[src/rtl/bram0_loader_pkg.sv]
// Shared definitions for the BRAM0 loader and the accumulate reader status FSM.
package bram0_loader_pkg;

    // Status encodings shared with the accumulate reader.
    typedef enum logic [1:0] {
        ST_IDLE = 2'd0,
        ST_RUN  = 2'd1,
        ST_DONE = 2'd2
    } state_e;

    // Default widths.
    localparam int unsigned DEF_DWIDTH        = 32;
    localparam int unsigned DEF_IN_DATA_WIDTH = 8;
    localparam int unsigned DEF_AWIDTH        = 8;
    localparam int unsigned DEF_MEM_SIZE      = 256;
    localparam int unsigned DEF_CNT_BIT       = DEF_AWIDTH + 1;

    // Byte lanes per BRAM0 row.
    localparam int unsigned LANES = DEF_DWIDTH / DEF_IN_DATA_WIDTH;

    // Lane counter width; at least one bit so a single-lane build still elaborates.
    function automatic int unsigned lane_bits(input int unsigned lanes);
        return (lanes > 1) ? $clog2(lanes) : 1;
    endfunction

endpackage

[src/rtl/bram0_loader_if.sv]
// Host-side valid/ready byte stream feeding the BRAM0 loader.
interface bram0_loader_if
    import bram0_loader_pkg::*;
#(
    parameter int unsigned IN_DATA_WIDTH = DEF_IN_DATA_WIDTH
);
    logic [IN_DATA_WIDTH-1:0] in_data;
    logic                     in_valid;
    logic                     in_ready;

    modport master (output in_data, output in_valid, input in_ready);
    modport slave  (input in_data, input in_valid, output in_ready);
endinterface

[src/rtl/bram0_loader_byte_packer.sv]
// Packs stream bytes into rows, lane 0 in the low bits. The final byte of a row
// is merged combinationally so the row is available in the same cycle it arrives.
module bram0_loader_byte_packer
    import bram0_loader_pkg::*;
#(
    parameter int unsigned DWIDTH        = DEF_DWIDTH,
    parameter int unsigned IN_DATA_WIDTH = DEF_IN_DATA_WIDTH
) (
    input  logic                     clk,
    input  logic                     reset_n,
    input  logic                     clear_i,
    input  logic                     xfer_i,
    input  logic [IN_DATA_WIDTH-1:0] data_i,
    output logic [DWIDTH-1:0]        row_data_o,
    output logic                     row_valid_o
);
    localparam int unsigned NL = DWIDTH / IN_DATA_WIDTH;
    localparam int unsigned LW = lane_bits(NL);

    logic [LW-1:0]     lane_q, lane_d;
    logic [DWIDTH-1:0] buf_q, buf_d;
    logic              last_lane;

    assign last_lane = (lane_q == LW'(NL - 1));

    // Lane counter and pack buffer update on each accepted byte.
    always_comb begin
        lane_d = lane_q;
        buf_d  = buf_q;
        if (clear_i) begin
            lane_d = '0;
        end else if (xfer_i) begin
            buf_d[lane_q * IN_DATA_WIDTH +: IN_DATA_WIDTH] = data_i;
            lane_d = last_lane ? '0 : lane_q + LW'(1);
        end
    end

    // Row output: buffered lower lanes plus the byte arriving now in the top lane.
    always_comb begin
        row_data_o = buf_q;
        row_data_o[DWIDTH-1 -: IN_DATA_WIDTH] = data_i;
        row_valid_o = xfer_i && last_lane;
    end

    // Packer state registers.
    always_ff @(posedge clk or negedge reset_n) begin
        if (!reset_n) begin
            lane_q <= '0;
            buf_q  <= '0;
        end else begin
            lane_q <= lane_d;
            buf_q  <= buf_d;
        end
    end

endmodule

[src/rtl/bram0_loader.sv]
// BRAM0 loader: accepts a byte stream, packs it into rows and writes them to
// BRAM0 at sequential addresses from 0, reporting IDLE/RUN/DONE status.
module bram0_loader
    import bram0_loader_pkg::*;
#(
    parameter int unsigned DWIDTH        = DEF_DWIDTH,
    parameter int unsigned IN_DATA_WIDTH = DEF_IN_DATA_WIDTH,
    parameter int unsigned AWIDTH        = DEF_AWIDTH,
    parameter int unsigned MEM_SIZE      = DEF_MEM_SIZE,
    parameter int unsigned CNT_BIT       = DEF_CNT_BIT
) (
    input  logic               clk,
    input  logic               reset_n,
    input  logic               start_load_i,
    input  logic [CNT_BIT-1:0] load_count_i,
    bram0_loader_if.slave      s_if,
    output logic               idle_o,
    output logic               load_o,
    output logic               done_o,
    output logic [AWIDTH-1:0]  addr_b0_o,
    output logic               ce_b0_o,
    output logic               we_b0_o,
    output logic [DWIDTH-1:0]  d_b0_o
);
    state_e             state_q, state_d;
    logic [CNT_BIT-1:0] rows_q, rows_d;
    logic [CNT_BIT-1:0] row_cnt_q, row_cnt_d;
    logic               ready_q, ready_d;
    logic               ce_q, ce_d;
    logic [AWIDTH-1:0]  addr_q, addr_d;
    logic [DWIDTH-1:0]  data_q, data_d;
    logic               done_q, done_d;
    logic               idle_q, idle_d;

    logic               start_acc;
    logic               xfer;
    logic [DWIDTH-1:0]  row_data;
    logic               row_valid;
    logic [CNT_BIT-1:0] rows_clamped;

    assign start_acc    = (state_q == ST_IDLE) && start_load_i;
    assign xfer         = s_if.in_valid && ready_q;
    assign rows_clamped = (load_count_i > CNT_BIT'(MEM_SIZE)) ? CNT_BIT'(MEM_SIZE) : load_count_i;

    bram0_loader_byte_packer #(
        .DWIDTH        (DWIDTH),
        .IN_DATA_WIDTH (IN_DATA_WIDTH)
    ) u_packer (
        .clk         (clk),
        .reset_n     (reset_n),
        .clear_i     (start_acc),
        .xfer_i      (xfer),
        .data_i      (s_if.in_data),
        .row_data_o  (row_data),
        .row_valid_o (row_valid)
    );

    // Next-state and registered-output logic. In RUN, ready low means either a
    // zero count or that the last row's write is going out this cycle, so both
    // cases move to DONE on the following edge.
    always_comb begin
        state_d   = state_q;
        rows_d    = rows_q;
        row_cnt_d = row_cnt_q;
        ready_d   = ready_q;
        ce_d      = 1'b0;
        addr_d    = addr_q;
        data_d    = data_q;
        done_d    = 1'b0;
        idle_d    = idle_q;
        case (state_q)
            ST_IDLE: begin
                idle_d = 1'b1;
                if (start_load_i) begin
                    state_d   = ST_RUN;
                    rows_d    = rows_clamped;
                    row_cnt_d = '0;
                    ready_d   = (load_count_i != '0);
                    idle_d    = 1'b0;
                end
            end
            ST_RUN: begin
                if (!ready_q) begin
                    state_d = ST_DONE;
                    done_d  = 1'b1;
                end else if (row_valid) begin
                    ce_d      = 1'b1;
                    addr_d    = row_cnt_q[AWIDTH-1:0];
                    data_d    = row_data;
                    row_cnt_d = row_cnt_q + CNT_BIT'(1);
                    if (row_cnt_q == rows_q - CNT_BIT'(1)) begin
                        ready_d = 1'b0;
                    end
                end
            end
            ST_DONE: begin
                state_d = ST_IDLE;
                idle_d  = 1'b1;
            end
            default: begin
                state_d = ST_IDLE;
                ready_d = 1'b0;
                idle_d  = 1'b1;
            end
        endcase
    end

    // State and output registers.
    always_ff @(posedge clk or negedge reset_n) begin
        if (!reset_n) begin
            state_q   <= ST_IDLE;
            rows_q    <= '0;
            row_cnt_q <= '0;
            ready_q   <= 1'b0;
            ce_q      <= 1'b0;
            addr_q    <= '0;
            data_q    <= '0;
            done_q    <= 1'b0;
            idle_q    <= 1'b1;
        end else begin
            state_q   <= state_d;
            rows_q    <= rows_d;
            row_cnt_q <= row_cnt_d;
            ready_q   <= ready_d;
            ce_q      <= ce_d;
            addr_q    <= addr_d;
            data_q    <= data_d;
            done_q    <= done_d;
            idle_q    <= idle_d;
        end
    end

    assign s_if.in_ready = ready_q;
    assign idle_o        = idle_q;
    assign done_o        = done_q;
    assign ce_b0_o       = ce_q;
    assign we_b0_o       = ce_q;
    assign load_o        = ce_q;
    assign addr_b0_o     = addr_q;
    assign d_b0_o        = data_q;

endmodule

[src/flat_wrapper.sv]
// flat-port wrapper written by rule: the top's interface ports become plain ports
module bram0_loader_flat import bram0_loader_pkg::*;
#(
    parameter int unsigned DWIDTH        = DEF_DWIDTH,
    parameter int unsigned IN_DATA_WIDTH = DEF_IN_DATA_WIDTH,
    parameter int unsigned AWIDTH        = DEF_AWIDTH,
    parameter int unsigned MEM_SIZE      = DEF_MEM_SIZE,
    parameter int unsigned CNT_BIT       = DEF_CNT_BIT
)
  (clk, reset_n, start_load_i, load_count_i, idle_o, load_o, done_o, addr_b0_o, ce_b0_o, we_b0_o, d_b0_o, s_if_in_data, s_if_in_valid, s_if_in_ready);
  bram0_loader_if #(.IN_DATA_WIDTH(IN_DATA_WIDTH)) s_if_i ();
  input  logic clk;
  input  logic reset_n;
  input  logic start_load_i;
  input  logic [CNT_BIT-1:0] load_count_i;
  output logic idle_o;
  output logic load_o;
  output logic done_o;
  output logic [AWIDTH-1:0] addr_b0_o;
  output logic ce_b0_o;
  output logic we_b0_o;
  output logic [DWIDTH-1:0] d_b0_o;
  input wire logic [$bits(s_if_i.in_data)-1:0] s_if_in_data;
  input wire logic [$bits(s_if_i.in_valid)-1:0] s_if_in_valid;
  output wire logic [$bits(s_if_i.in_ready)-1:0] s_if_in_ready;
  assign s_if_i.in_data = s_if_in_data;
  assign s_if_i.in_valid = s_if_in_valid;
  assign s_if_in_ready = s_if_i.in_ready;
  bram0_loader #(.DWIDTH(DWIDTH), .IN_DATA_WIDTH(IN_DATA_WIDTH), .AWIDTH(AWIDTH), .MEM_SIZE(MEM_SIZE), .CNT_BIT(CNT_BIT)) u_core (.clk(clk), .reset_n(reset_n), .start_load_i(start_load_i), .load_count_i(load_count_i), .s_if(s_if_i), .idle_o(idle_o), .load_o(load_o), .done_o(done_o), .addr_b0_o(addr_b0_o), .ce_b0_o(ce_b0_o), .we_b0_o(we_b0_o), .d_b0_o(d_b0_o));
endmodule
[config.mk]
export PLATFORM = sky130hd
export DESIGN_NAME = bram0_loader_flat
export DESIGN_NICKNAME = d
export VERILOG_FILES = /design/src/rtl/bram0_loader_pkg.sv /design/src/rtl/bram0_loader_if.sv /design/src/rtl/bram0_loader_byte_packer.sv /design/src/rtl/bram0_loader.sv /design/src/flat_wrapper.sv
export SDC_FILE = /design/constraint.sdc
export NUM_CORES = 1
export LEC_CHECK = 0
export CAP_MARGIN = 30
export CELL_PAD_IN_SITES_DETAIL_PLACEMENT = 0
export CELL_PAD_IN_SITES_GLOBAL_PLACEMENT = 1
export CORE_MARGIN = 4
export CORE_UTILIZATION = 43
export CTS_BUF_LIST = sky130_fd_sc_hd__clkbuf_2 sky130_fd_sc_hd__clkbuf_4 sky130_fd_sc_hd__clkbuf_8
export DETAILED_ROUTE_END_ITERATION = 12
export GPL_TIMING_DRIVEN = 1
export PLACE_DENSITY_LB_ADDON = 0.05
export SLEW_MARGIN = 20
export SYNTH_ARGS = -nofsm -noshare
export SYNTH_HDL_FRONTEND = slang
export SYNTH_SLANG_ARGS = --single-unit
[constraint.sdc]
create_clock -name clk -period 2.35 [get_ports clk]
set_input_delay 0.3525 -clock clk [delete_from_list [all_inputs] [get_ports clk]]
set_output_delay 0.3525 -clock clk [all_outputs]
set_load 0.02 [all_outputs]
==> impl_metrics.yaml <==
cts:
  cts_made_buffers: 9
  insertion_delay_ns: 0.36
  cts.path.max_buffers: 2
  cts.clk_slew.worst_paths_ns: 0.09
  cts_tree: "yes"
  ctsHtreeMaxLevel: 3
  cts-root-buf: "clkbuf_8"
  post_cts_buffers: 0
  cts_sinks: 90
timing:
  fmax_ghz: 0.526
  slew_headroom_pct: 63.8
  fin_skew_ns: 0.0142
  fin_crit_sh_pct: 81.0
  fin_crit_ns: 1.90
  setup_viol: 0
  finalSetupTns_ns: 0
  final_max_slew_viol_count: 0
  finalHoldViolations: 0
  rsz0062_at_grt: "no"
  worstMarginPinSlew_ns: 0.543
critical_path:
  cp-end-kind: "output port"
  crit_type: "flip-flop to output port"
  cp.arrival_ns: 1.55
  worstPathMaxFanout: 10
  startpoint_type: "flip-flop"
  cp_cell_sequence: "clkdlybuf4s50_1"
  path_delay_family: "buffers and inverters"
  crit_buf_inv: 1
  slowest_stage: "clkdlybuf4s50_1"
  required_ns: 2.00
  cp_slowest_stage_delay_ns: 0.67
routing:
  vias: 2890
  route.detailed.drc: 0
  wl_per_cell_um: 15.1
  ant_nets: 0
  wirelength_um: 8680
  vias_per_cell: 5.03
  firstDrtPassIters: 4
  drt_iter0_markers: 181
floorplan:
  fp-row-count: 35
  fp.dieH_um: 106
  design.core.area_sq_um: 9280
  initial_core_util_pct: 44.2
  die_x_um: 106
  fp.dieArea_sq_um: 11200
  num_io_pins: 67
power:
  cellInternalPower_mw: 3.96
  powerDensity_nw_per_um2: 1230
  p_comb_share_pct: 40.4
  pwr-share-clk_pct: 18.2
  p_seq_share_pct: 41.4
  switching_share_pct: 37.3
  vdd_ir_drop_max_uv: 675
  p_leak_nw: 2.27
  p_sw_mw: 2.35
global_route:
  track_usage_pct: 16.7
  grt_pass1_vias: 2846
  grt_overflow_total: 0
  grt_pass1_wl_um: 14800
  grt_max_degree: 52
  grt_antenna_before_repair: 0
logic_synthesis:
  yosysSeqAreaShare_pct: 54.9
  avgSynthCellArea_sq_um: 11.0
  syn-cell-area_sq_um: 4100
  synth-edff-count: 0
  synth_ff_type: "dfrtp_1"
  ys_warn_count: 0
  synth_nets: 400
  synth.distinct_cells: 49
  async_flop_share_pct: 100
  ys_ff_latch: 90
  synthCells: 372
place:
  gp_congestion: 0.845
  port_buffers: 66
  hpwl_um: 6170
run:
  drv_cap: 0
worst_hold_path:
  hp-class: "input pin to async pin"
finish:
  fin_nets: 469
  diodes: 0
  fin_util_pct: 55.5
  drive_above_1_share_pct: 17.5
  area_delta_synth_final_pct: 25.6
run_status:
  status: "finished clean"
power groups by stage:
stage	clock network [mW]	registers (mW)	logic (mW)
2_1_floorplan	0	2.79	1.37
3_3_place_gp	0	2.63	2.54
3_5_place_dp	0	2.64	2.57
4_1_cts	1.18	2.62	2.58
5_1_grt	1.24	2.71	2.83
6_report	1.15	2.61	2.55
cell usage in the layout (no fill, tap or decap), drive strengths merged, types with 2 or more instances in the layout:
master	Yosys	routed
a31oi	3	3
nand2b	5	5
clkdlybuf4s50	0	65
a21oi	11	11
or3	3	3
nand4	3	3
nor4	2	2
inv	31	32
xnor2	6	6
buf	16	10
dfrtp	89	89
nor3b	6	6
nor2	14	14
or2	2	2
nor3	8	8
nand3b	8	8
xor2	7	7
o21ai	33	33
nand3	32	32
a211o	2	2
clkinv	0	2
bufinv	0	2
mux2	40	40
ha	7	7
nand2	22	22
clkbuf	2	9
and3	2	2
cells in the mapped netlist (all sizes together), types with 5 or more instances:
| cell | instances | share of area (%) |
|---|---|---|
| nand2 | 22 | 2.0 |
| mux2 | 40 | 11 |
| dfrtp | 89 | 54 |
| ha | 7 | 2.1 |
| nand3 | 32 | 3.9 |
| o21ai | 33 | 4.0 |
| xor2 | 7 | 1.5 |
| a21oi | 11 | 1.3 |
| nor2 | 14 | 1.3 |
| inv | 31 | 2.8 |
| nor3 | 8 | 1.3 |
| xnor2 | 6 | 1.3 |
| nand3b | 8 | 1.5 |
| buf | 16 | 2.1 |
| nand2b | 5 | 0.76 |
| nor3b | 6 | 1.5 |
path summary, 6_finish.rpt:
path	startpoint	end	slack [ns]	depth (start not counted)
max in group asynchronous	reset_n	u_core.u_packer.buf_q[1]	1.18	3
worst min-delay path	reset_n	u_core.addr_b0_o[2]	0.51	2
worst min register to register	u_core.u_packer.buf_q[12]	u_core.d_b0_o[12]	0.51	1
min in group clk	u_core.u_packer.buf_q[12]	u_core.d_b0_o[12]	0.51	1
worst max-delay path	u_core.s_if.in_ready	s_if_in_ready	0.45	1
worst max register to register	u_core.rows_q[0]	u_core.s_if.in_ready	0.46	6
registers in the layout (all words and copies together) (netlist names):
name and flops:
u_core.done_o 1, u_core.u_packer.lane_q 2, u_core.idle_o 1, u_core.rows_q 9, u_core.s_if.in_ready 1, u_core.u_packer.buf_q 24
u_core.row_cnt_q 9, u_core.d_b0_o 32, u_core.ce_b0_o 1, u_core.state_q 2, u_core.addr_b0_o 8
per-stage QoR:
step	std cells	total power [mW]	area [sq um]	hold WS (ns)	worst slack, ns
after floorplan	372	4.17	4100	0.0569	0.615
final	574	6.31	5150	0.506	0.448
after global placement	558	5.17	4930	0.380	0.395
after CTS	574	6.38	5150	0.510	0.421
after detailed placement	558	5.21	4930	0.381	0.355
after global routing	574	6.79	5150	0.525	0.329
layout make-up:
cell class	instances	area (sq um)
Fill cell	853	4130
Sequential cell	90	2250
Tap cell	129	161
Clock buffer	9	124
Multi-Input combinational cell	233	1640
Timing Repair Buffer	76	761
Inverter	31	116
Clock inverter	6	90.1
layer usage:
layer  global-route usage (%)  share of wire, %  vias to the layer above  wire (um)
li1                         -                 -                     1431          -
met1                     25.2                53                     1389       4580
met2                     24.0                42                       59       3620
met3                     3.31               4.2                       11        363
met4                     5.27               1.3                        0        117
met5                        0                 0                        -          0
what timing repair did:
| action | in CTS | in global routing |
|---|---|---|
| gates resized for setup | 0 | 0 |
| hold buffers | 1 | 0 |
| hold endpoints to repair | 18 | 0 |
kinds of logic (layout without fill, tap and decap cells):
| group | count (synthesis) | after routing | share of synthesized area [%] |
|---|---|---|---|
| xor+xnor | 13 | 13 | 2.78 |
| fa+ha+maj | 7 | 7 | 2.14 |
| simple gates | 110 | 110 | 14.7 |
| buf+inv | 49 | 122 | 5.16 |
| flops | 90 | 90 | 54.9 |
| compound gates | 63 | 63 | 9.27 |
| mux | 40 | 40 | 11.0 |
No activity file was read; power rests on OpenSTA's default activity.
